File: src/rtl/event_sort_queue.sv
`default_nettype none
// ============================================================================
// Module   : event_sort_queue
// Purpose  : Sorted pending-event store. Keeps up to DEPTH messages in
//            ascending timestamp order (key = data[CMP_WID-1:0], unsigned).
//            Equal keys retain arrival order. The head (minimum key) is
//            presented with zero read latency. The structure is a systolic
//            insertion array that accepts one enqueue and one dequeue per
//            cycle.
// Ports    : clk, rst_n     - clock, asynchronous active-low reset
//            flush          - synchronous clear of all slots (highest priority)
//            enq, inp_data  - insert inp_data this cycle
//            deq            - remove head this cycle
//            out_data       - head event, 0 when empty
//            full, empty    - derived from the registered elem_cnt
//            elem_cnt       - number of valid slots
//            ovf, udf       - sticky: enq dropped when full / deq when empty
// Revision : 1.0 - initial release
// ============================================================================
module event_sort_queue #(
  parameter int MSG_WID = 32,
  parameter int CMP_WID = 16,
  parameter int DEPTH   = 24,
  parameter int CNT_WID = $clog2(DEPTH + 1)
) (
  input  logic               clk,
  input  logic               rst_n,
  input  logic               flush,
  input  logic               enq,
  input  logic               deq,
  input  logic [MSG_WID-1:0] inp_data,
  output logic [MSG_WID-1:0] out_data,
  output logic               full,
  output logic               empty,
  output logic [CNT_WID-1:0] elem_cnt,
  output logic               ovf,
  output logic               udf
);

  localparam logic [CNT_WID-1:0] CNT_FULL = CNT_WID'(DEPTH);

  logic [MSG_WID-1:0] slot_data [DEPTH];
  logic [DEPTH-1:0]   slot_vld;

  logic               deq_e;
  logic               enq_e;
  logic [CMP_WID-1:0] new_key;

  // ins[i] = 1 when the new entry belongs at or before slot i, i.e. the slot
  // is empty or holds a strictly larger key. Because valid slots are
  // contiguous and sorted, ins is a thermometer code (0..0 1..1), so each
  // slot can decide its move from its own bit and its neighbours' bits.
  // ins[DEPTH] is a virtual always-empty slot past the end.
  logic [DEPTH:0]     ins;

  assign full     = (elem_cnt == CNT_FULL);
  assign empty    = (elem_cnt == '0);
  assign deq_e    = deq & ~empty;
  assign enq_e    = enq & (~full | deq_e);
  assign new_key  = inp_data[CMP_WID-1:0];
  assign out_data = slot_data[0];
  assign ins[DEPTH] = 1'b1;

  generate
    for (genvar i = 0; i < DEPTH; i++) begin : g_slot
      logic [MSG_WID-1:0] below_data;
      logic               below_vld;
      logic               below_ins;
      logic [MSG_WID-1:0] above_data;
      logic               above_vld;
      logic               hold_sim;

      assign ins[i] = ~slot_vld[i] | (slot_data[i][CMP_WID-1:0] > new_key);

      if (i == 0) begin : g_bottom
        assign below_data = '0;
        assign below_vld  = 1'b0;
        assign below_ins  = 1'b0;
        // The head is always discarded on a simultaneous enq/deq, so it
        // never holds its value in that case.
        assign hold_sim   = 1'b0;
      end else begin : g_inner
        assign below_data = slot_data[i-1];
        assign below_vld  = slot_vld[i-1];
        assign below_ins  = ins[i-1];
        assign hold_sim   = ins[i];
      end

      if (i == DEPTH - 1) begin : g_top
        assign above_data = '0;
        assign above_vld  = 1'b0;
      end else begin : g_lower
        assign above_data = slot_data[i+1];
        assign above_vld  = slot_vld[i+1];
      end

      always_ff @(posedge clk or negedge rst_n) begin
        if (!rst_n) begin
          slot_vld[i]  <= 1'b0;
          slot_data[i] <= '0;
        end else if (flush) begin
          slot_vld[i]  <= 1'b0;
          slot_data[i] <= '0;
        end else if (enq_e && deq_e) begin
          // Shift down below the insertion point; the slot just under the
          // first larger key takes the new entry; slots above stay put.
          if (!hold_sim) begin
            if (ins[i+1]) begin
              slot_vld[i]  <= 1'b1;
              slot_data[i] <= inp_data;
            end else begin
              slot_vld[i]  <= above_vld;
              slot_data[i] <= above_data;
            end
          end
        end else if (enq_e) begin
          // Slots at/after the insertion point shift up by one; the
          // insertion point itself is where ins first becomes 1.
          if (ins[i]) begin
            if (below_ins) begin
              slot_vld[i]  <= below_vld;
              slot_data[i] <= below_data;
            end else begin
              slot_vld[i]  <= 1'b1;
              slot_data[i] <= inp_data;
            end
          end
        end else if (deq_e) begin
          slot_vld[i]  <= above_vld;
          slot_data[i] <= above_data;
        end
      end
    end
  endgenerate

  always_ff @(posedge clk or negedge rst_n) begin
    if (!rst_n) begin
      elem_cnt <= '0;
      ovf      <= 1'b0;
      udf      <= 1'b0;
    end else if (flush) begin
      elem_cnt <= '0;
      ovf      <= 1'b0;
      udf      <= 1'b0;
    end else begin
      if (enq_e && !deq_e) begin
        elem_cnt <= elem_cnt + 1'b1;
      end else if (deq_e && !enq_e) begin
        elem_cnt <= elem_cnt - 1'b1;
      end
      if (enq && !enq_e) begin
        ovf <= 1'b1;
      end
      if (deq && empty) begin
        udf <= 1'b1;
      end
    end
  end

endmodule
`default_nettype wire

File: config.mk
export PLATFORM = sky130hd
export DESIGN_NAME = event_sort_queue
export DESIGN_NICKNAME = d
export VERILOG_FILES = /design/src/rtl/event_sort_queue.sv
export SDC_FILE = /design/constraint.sdc
export NUM_CORES = 2
export LEC_CHECK = 0
export ABC_AREA = 1
export BUFFER_PORTS_ARGS = -buffer_cell sky130_fd_sc_hd__buf_2
export CAP_MARGIN = 10
export CORE_MARGIN = 2
export CORE_UTILIZATION = 29
export CTS_CLUSTER_DIAMETER = 30
export CTS_CLUSTER_SIZE = 20
export DETAILED_ROUTE_END_ITERATION = 7
export PLACE_DENSITY = 0.44
export SKIP_CTS_REPAIR_TIMING = 1
export SYNTH_ARGS = -nofsm -noshare
export SYNTH_HDL_FRONTEND = slang
export SYNTH_SLANG_ARGS = --single-unit
export TNS_END_PERCENT = 20
File: constraint.sdc
create_clock -name clk -period 2.35 [get_ports clk]
set_input_delay 0.1175 -clock clk [delete_from_list [all_inputs] [get_ports clk]]
set_output_delay 0.1175 -clock clk [all_outputs]
set_load 0.05 [all_outputs]
Yosys cells after proc, flatten, opt, wreduce, memory -nomap -nowiden
Index checks and enable logic that the tools add are counted.
W data, S select, Z words.
{ "totals": {"word_cells": 599, "out_inout_bits": 41, "in_bits": 37, "regBits": 799} }
{ "classes": {"n_bitwise": 53, "muxes": 385, "eq_ne": 48, "reduce_logical": 36, "magnitude_cmp": 24, "addsub": 2} }
{ "op_table": {"columns": ["op", "count"], "rows": [
  ["$mux W32", 189],
  ["$gt A16 B16 Y1", 24],
  ["$mux W1", 193],
  ["$ne A4 B2 Y1 const B", 24],
  ["$ne A3 B3 Y1 const B", 23],
  ["$reduce_and A3 Y1", 23],
  ["$not A1 Y1", 26],
  ["$or A1 B1 Y1", 25],
  ["$mux W5", 3],
  ["$add A5 B1 Y5 const B", 1],
  ["$eq A5 B5 Y1 const B", 1],
  ["$logic_and A1 B1 Y1", 5],
  ["$logic_not A5 Y1", 1],
  ["$sub A5 B1 Y5 const B", 1],
  ["$reduce_bool A2 Y1", 2],
  ["$reduce_bool A4 Y1", 1],
  ["$reduce_bool A3 Y1", 1],
  ["$and A1 B1 Y1", 2],
  ["$logic_not A1 Y1", 2],
  ["$reduce_and A2 Y1", 1]
]} }

Logic depth before layout (Yosys ltp)
{ "logic_depth": {"word_depth": 10, "mapped_depth": 22} }

Worst setup path after synthesis
Ideal clock, no wire load.
{ "synth_timing": {"kind": "in2reg", "startpoint": "in inp_data[7]", "endpoint": "reg slot_data, in the netlist g_slot[22].above_data[14]", "path_stages": 16, "t_arrival_ps": 2986, "setup_ps": 118, "path_buffers": 3, "setup_slack_ps": -754, "cell_sequence": "clkbuf_1 > inv_1 > clkbuf_1 > ha_1 > a21o_1 > nor2_1 > nand2_1 > nand2_1 > nand2_1 > nand2_1 > nand2_2 > nand2_1 > clkbuf_1 > o22ai_1 > nand2_1 > nand2_1"} }
{ "synth_between": {"elab_chain_len": 7, "word_cells_on_any_way": 12, "classes_between": "2 x order compare; 2 x eq/ne; 5 x mux; 2 x bitwise; 1 x reduce/logical"} }
{ "synth_lines": {"columns": ["element", "line_no", "rtl"], "rows": [
  ["start: declaration", "31", "input logic [MSG_WID-1:0] inp_data,"],
  ["$gt A16 B16 Y1", "73", "assign ins[i] = ~slot_vld[i] | (slot_data[i][CMP_WID-1:0] > new_key);"],
  ["$or A1 B1 Y1", "73", null],
  ["$mux W32", "120", "if (below_ins) begin"],
  ["$mux W32", "119", "if (ins[i]) begin"],
  ["$mux W32", "116", "end else if (enq_e) begin"],
  ["$mux W32", "104", "end else if (enq_e && deq_e) begin"],
  ["$mux W32", "101", "end else if (flush) begin"],
  ["end signal: indexed assignment", "110", "slot_data[i] <= inp_data;"],
  ["end signal: indexed assignment", "122", "slot_data[i] <= below_data;"],
  ["end signal: indexed assignment", "125", "slot_data[i] <= inp_data;"],
  ["end: declaration", "42", "logic [MSG_WID-1:0] slot_data [DEPTH];"]
]} }
Parallel ways exist; a longest one is shown, timed or not. The select of a mux whose other input is x is not followed.
A chain may end at the register's enable or synchronous reset.

Worst setup path after layout
{ "layout_timing": {"startpoint": "reg elem_cnt[0]", "endpoint": "reg slot_data, in the netlist g_slot[19].above_data[15]"} }
{ "layout_between": {"elab_chain_len": 8, "word_cells_on_any_way": 15, "classes_between": "3 x eq/ne; 3 x mux; 5 x bitwise; 4 x reduce/logical"} }
{ "layout_lines": {"columns": ["element", "line_no", "rtl"], "rows": [
  ["start: declaration", "35", "output logic [CNT_WID-1:0] elem_cnt,"],
  ["start signal: assignment", "147", "elem_cnt <= elem_cnt + 1'b1;"],
  ["start signal: assignment", "149", "elem_cnt <= elem_cnt - 1'b1;"],
  ["$logic_not A5 Y1", "57", "assign empty = (elem_cnt == '0);"],
  ["$not A1 Y1", "58", "assign deq_e = deq & ~empty;"],
  ["$and A1 B1 Y1", "58", null],
  ["$or A1 B1 Y1", "59", "assign enq_e = enq & (~full | deq_e);"],
  ["$and A1 B1 Y1", "59", null],
  ["$logic_and A1 B1 Y1 / $mux W32 (equally long branches)", "104, 116", null],
  ["$ne A4 B2 Y1 (no line) (tied with other cells)", null, null],
  ["$reduce_and A3 Y1 (no line) / $mux W32 (equally long branches)", null, null],
  ["end signal: indexed assignment", "110", null],
  ["end signal: indexed assignment", "113", "slot_data[i] <= above_data;"],
  ["end signal: indexed assignment", "122", null]
]} }
Parallel ways exist; a longest one is shown, timed or not.

==> reports/qor.csv <==
metric,value,unit
netlist_instances,13656,
yosysUniqueCellTypes,39,
hold_class,input port to flip-flop,
drt-total-wl,419.0,mm
cts-htree-levels,5,
dpl.hpwl,279.0,mm
ys_seq_elements,799,
most-common-layout-cells,"nand2_1 (5717), nand3_1 (2324), nor2_1 (1365), buf_4 (1021), dfrtp_1 (762)",
track_usage,28.32,%
clk_latency,860,ps
antenna_found_initial,13,
drive_above_1_share,19.24,%
regArea,20040,µm²
clockBufferDepth,4,
vias,94921,
maxCapViolations,0,
synthArstFlopShare,100.0,%
tns,-16270,ps
timing.hold.ws,-13.72,ps
fillers,28575,
place.gp.congestion,0.8838,
slew_violations,0,
peakVddDrop,0.6219,mV
fp.coreArea,267400,µm²
layout_commonest_cell,nand2_1,
ys.warnings.count,0,
ctsRootBufferMaster,clkbuf_16,
io_pins,78,
wire_per_inst,22.97,µm
synthesis.area,77780,µm²
crit_type,flip-flop to flip-flop,
antenna_left,0,
setup_viol,351,
finClkSkew,33.04,ps
relSlewSlack,28.61,%
cts.sinks,799,
grt_overflow,0,
critPathArrivalTime,3220,ps
syn_to_final_growth,40.09,%
failed_checks,"hold timing, setup timing",
die_area,272400,µm²
max_freq,0.3993,GHz
num_rows,190,
synth_area_per_cell,5.696,µm²
first_global_vias,87674,
chipWidth,521.9,µm
p_leak,0.05604,µW
period_needed,2504,ps
hold_viol_final,3,
outcome,"complete, but fails checks",
cp_data_required_time,3070,ps
cp-start-kind,flip-flop,
cts_tree,done,
design_power_total,124500,µW
synth_edf_count,0,
die_h,521.9,µm
clk_pin_slew,40,ps
rsz0062_at_grt,yes,
final_core_util,40.74,%
fin_crit_sh,106.6,%
power_density,1143,nW/µm²
critPathCaptureType,flip-flop,
vias_per_cell,5.204,
ys.flop_type,dfrtp_1,
firstDrtPassIters,6,
drtIter0Drc,8961,
drc_errors,0,
nets,14859,
grt_pass1_wl,591.1,mm
grt_max_degree,69,
fin_ws,-154.4,ps
worst_pin_slew,1071,ps
initial_utilization,29.08,%
ys_seq_area_share,25.70,%
io_buffers,77,
multiInputGateArea,55320,µm²
synth_fp_nets,14081,
critPathMaxFanout,38,
cts_buffers,338,
## cell usage after synthesis (30+ instances only)
library cell,instances,area [µm²]
a21boi_0,30,225.2
buf_2,374,1872
dfrtp_1,799,19990
or2_0,300,1877
nand4_1,46,287.8
inv_1,216,810.8
nand3_1,2413,12080
or2_2,113,706.9
buf_1,87,326.6
ha_1,387,4842
a21oi_1,327,1637
nand2_1,5908,22180
o21ai_0,327,1637
nor2_1,1472,5525
clkbuf_1,657,2466
## sequential cells by signal (all words and copies together), names as in the netlist
| register | cells |
|---|---|
| udf | 1 |
| g_slot.above_vld | 21 |
| elem_cnt | 5 |
| out_data | 32 |
| g_slot.below_vld | 3 |
| g_slot.above_data | 672 |
| ovf | 1 |
| g_slot.below_data | 64 |
## final timing paths
check	from	to	slack, ps	cells past startpoint
max in group asynchronous	rst_n	out_data[11]	1130	5
setup / recovery	elem_cnt[0]	g_slot[19].above_data[15]	-150	15
min in group asynchronous	rst_n	g_slot[18].above_data[26]	500	4
hold reg to reg	g_slot[0].above_data[29]	g_slot[0].above_data[29]	490	2
hold / removal	inp_data[6]	out_data[6]	-10	7
setup reg to reg	elem_cnt[0]	g_slot[19].above_data[15]	-150	15
## power breakdown
part	switching (µW)	internal, µW
clock	12000	29400
combinational	37000	23400
sequential	4930	17900
## layer usage
layer  track usage [%]  wire [µm]  up-vias
li1                  -          -    45487
met1             38.45     181900    44673
met3             4.315      30570      904
met4             10.87      18600        2
met2             44.97     187900     3855
met5                 0         13        -
## stage by stage
stage / setup slack (ps) / cell area, µm² / std cells
after floorplan: -263.8 / 77960 / 13656
after global placement: -499.8 / 91100 / 17447
after detailed placement: -492.7 / 91100 / 17447
after CTS: -212.1 / 101800 / 18036
after global routing: -268.5 / 109000 / 18238
final: -154.4 / 109000 / 18240
## area by class of cell
cell class / instances / area share (%)
Timing Repair Buffer: 1593 / 15.99
Multi-Input combinational cell: 11461 / 50.77
Timing Repair inverter: 2 / 0.01608
Clock inverter: 46 / 0.3204
Sequential cell: 799 / 18.39
Clock buffer: 543 / 9.496
Tap cell: 3552 / 4.079
Inverter: 239 / 0.9255
Antenna cell: 5 / 0.01148
## critical path, stage by stage (launching register included)
cell        delay, ps
dfrtp_2           380
nor2_4             60
nand4_1           150
clkinvlp_4        140
nand2_4            90
nand2_8           100
buf_12            170
inv_8             120
buf_16            220
buf_12            240
buf_4             160
nand3_1           160
nand2_1           100
nand2_1            50
nand2_1            80
nand2_1            50
## logic make-up (layout without fill, tap and decap cells)
group                      after synthesis  count (layout)  synth area share (%)
AOI/OAI and AO/OA                      769             769                 5.250
adders and majority gates              388             388                 6.251
and+or+nand+nor                      10299           10300                 55.23
DFF                                    799             799                 25.70
buffers and inverters                 1397            2423                 7.517
xor gates and xnor gates                 4               4               0.04505
other                                    0               5                     0
Note: power is estimated with default switching activity, not from simulation.
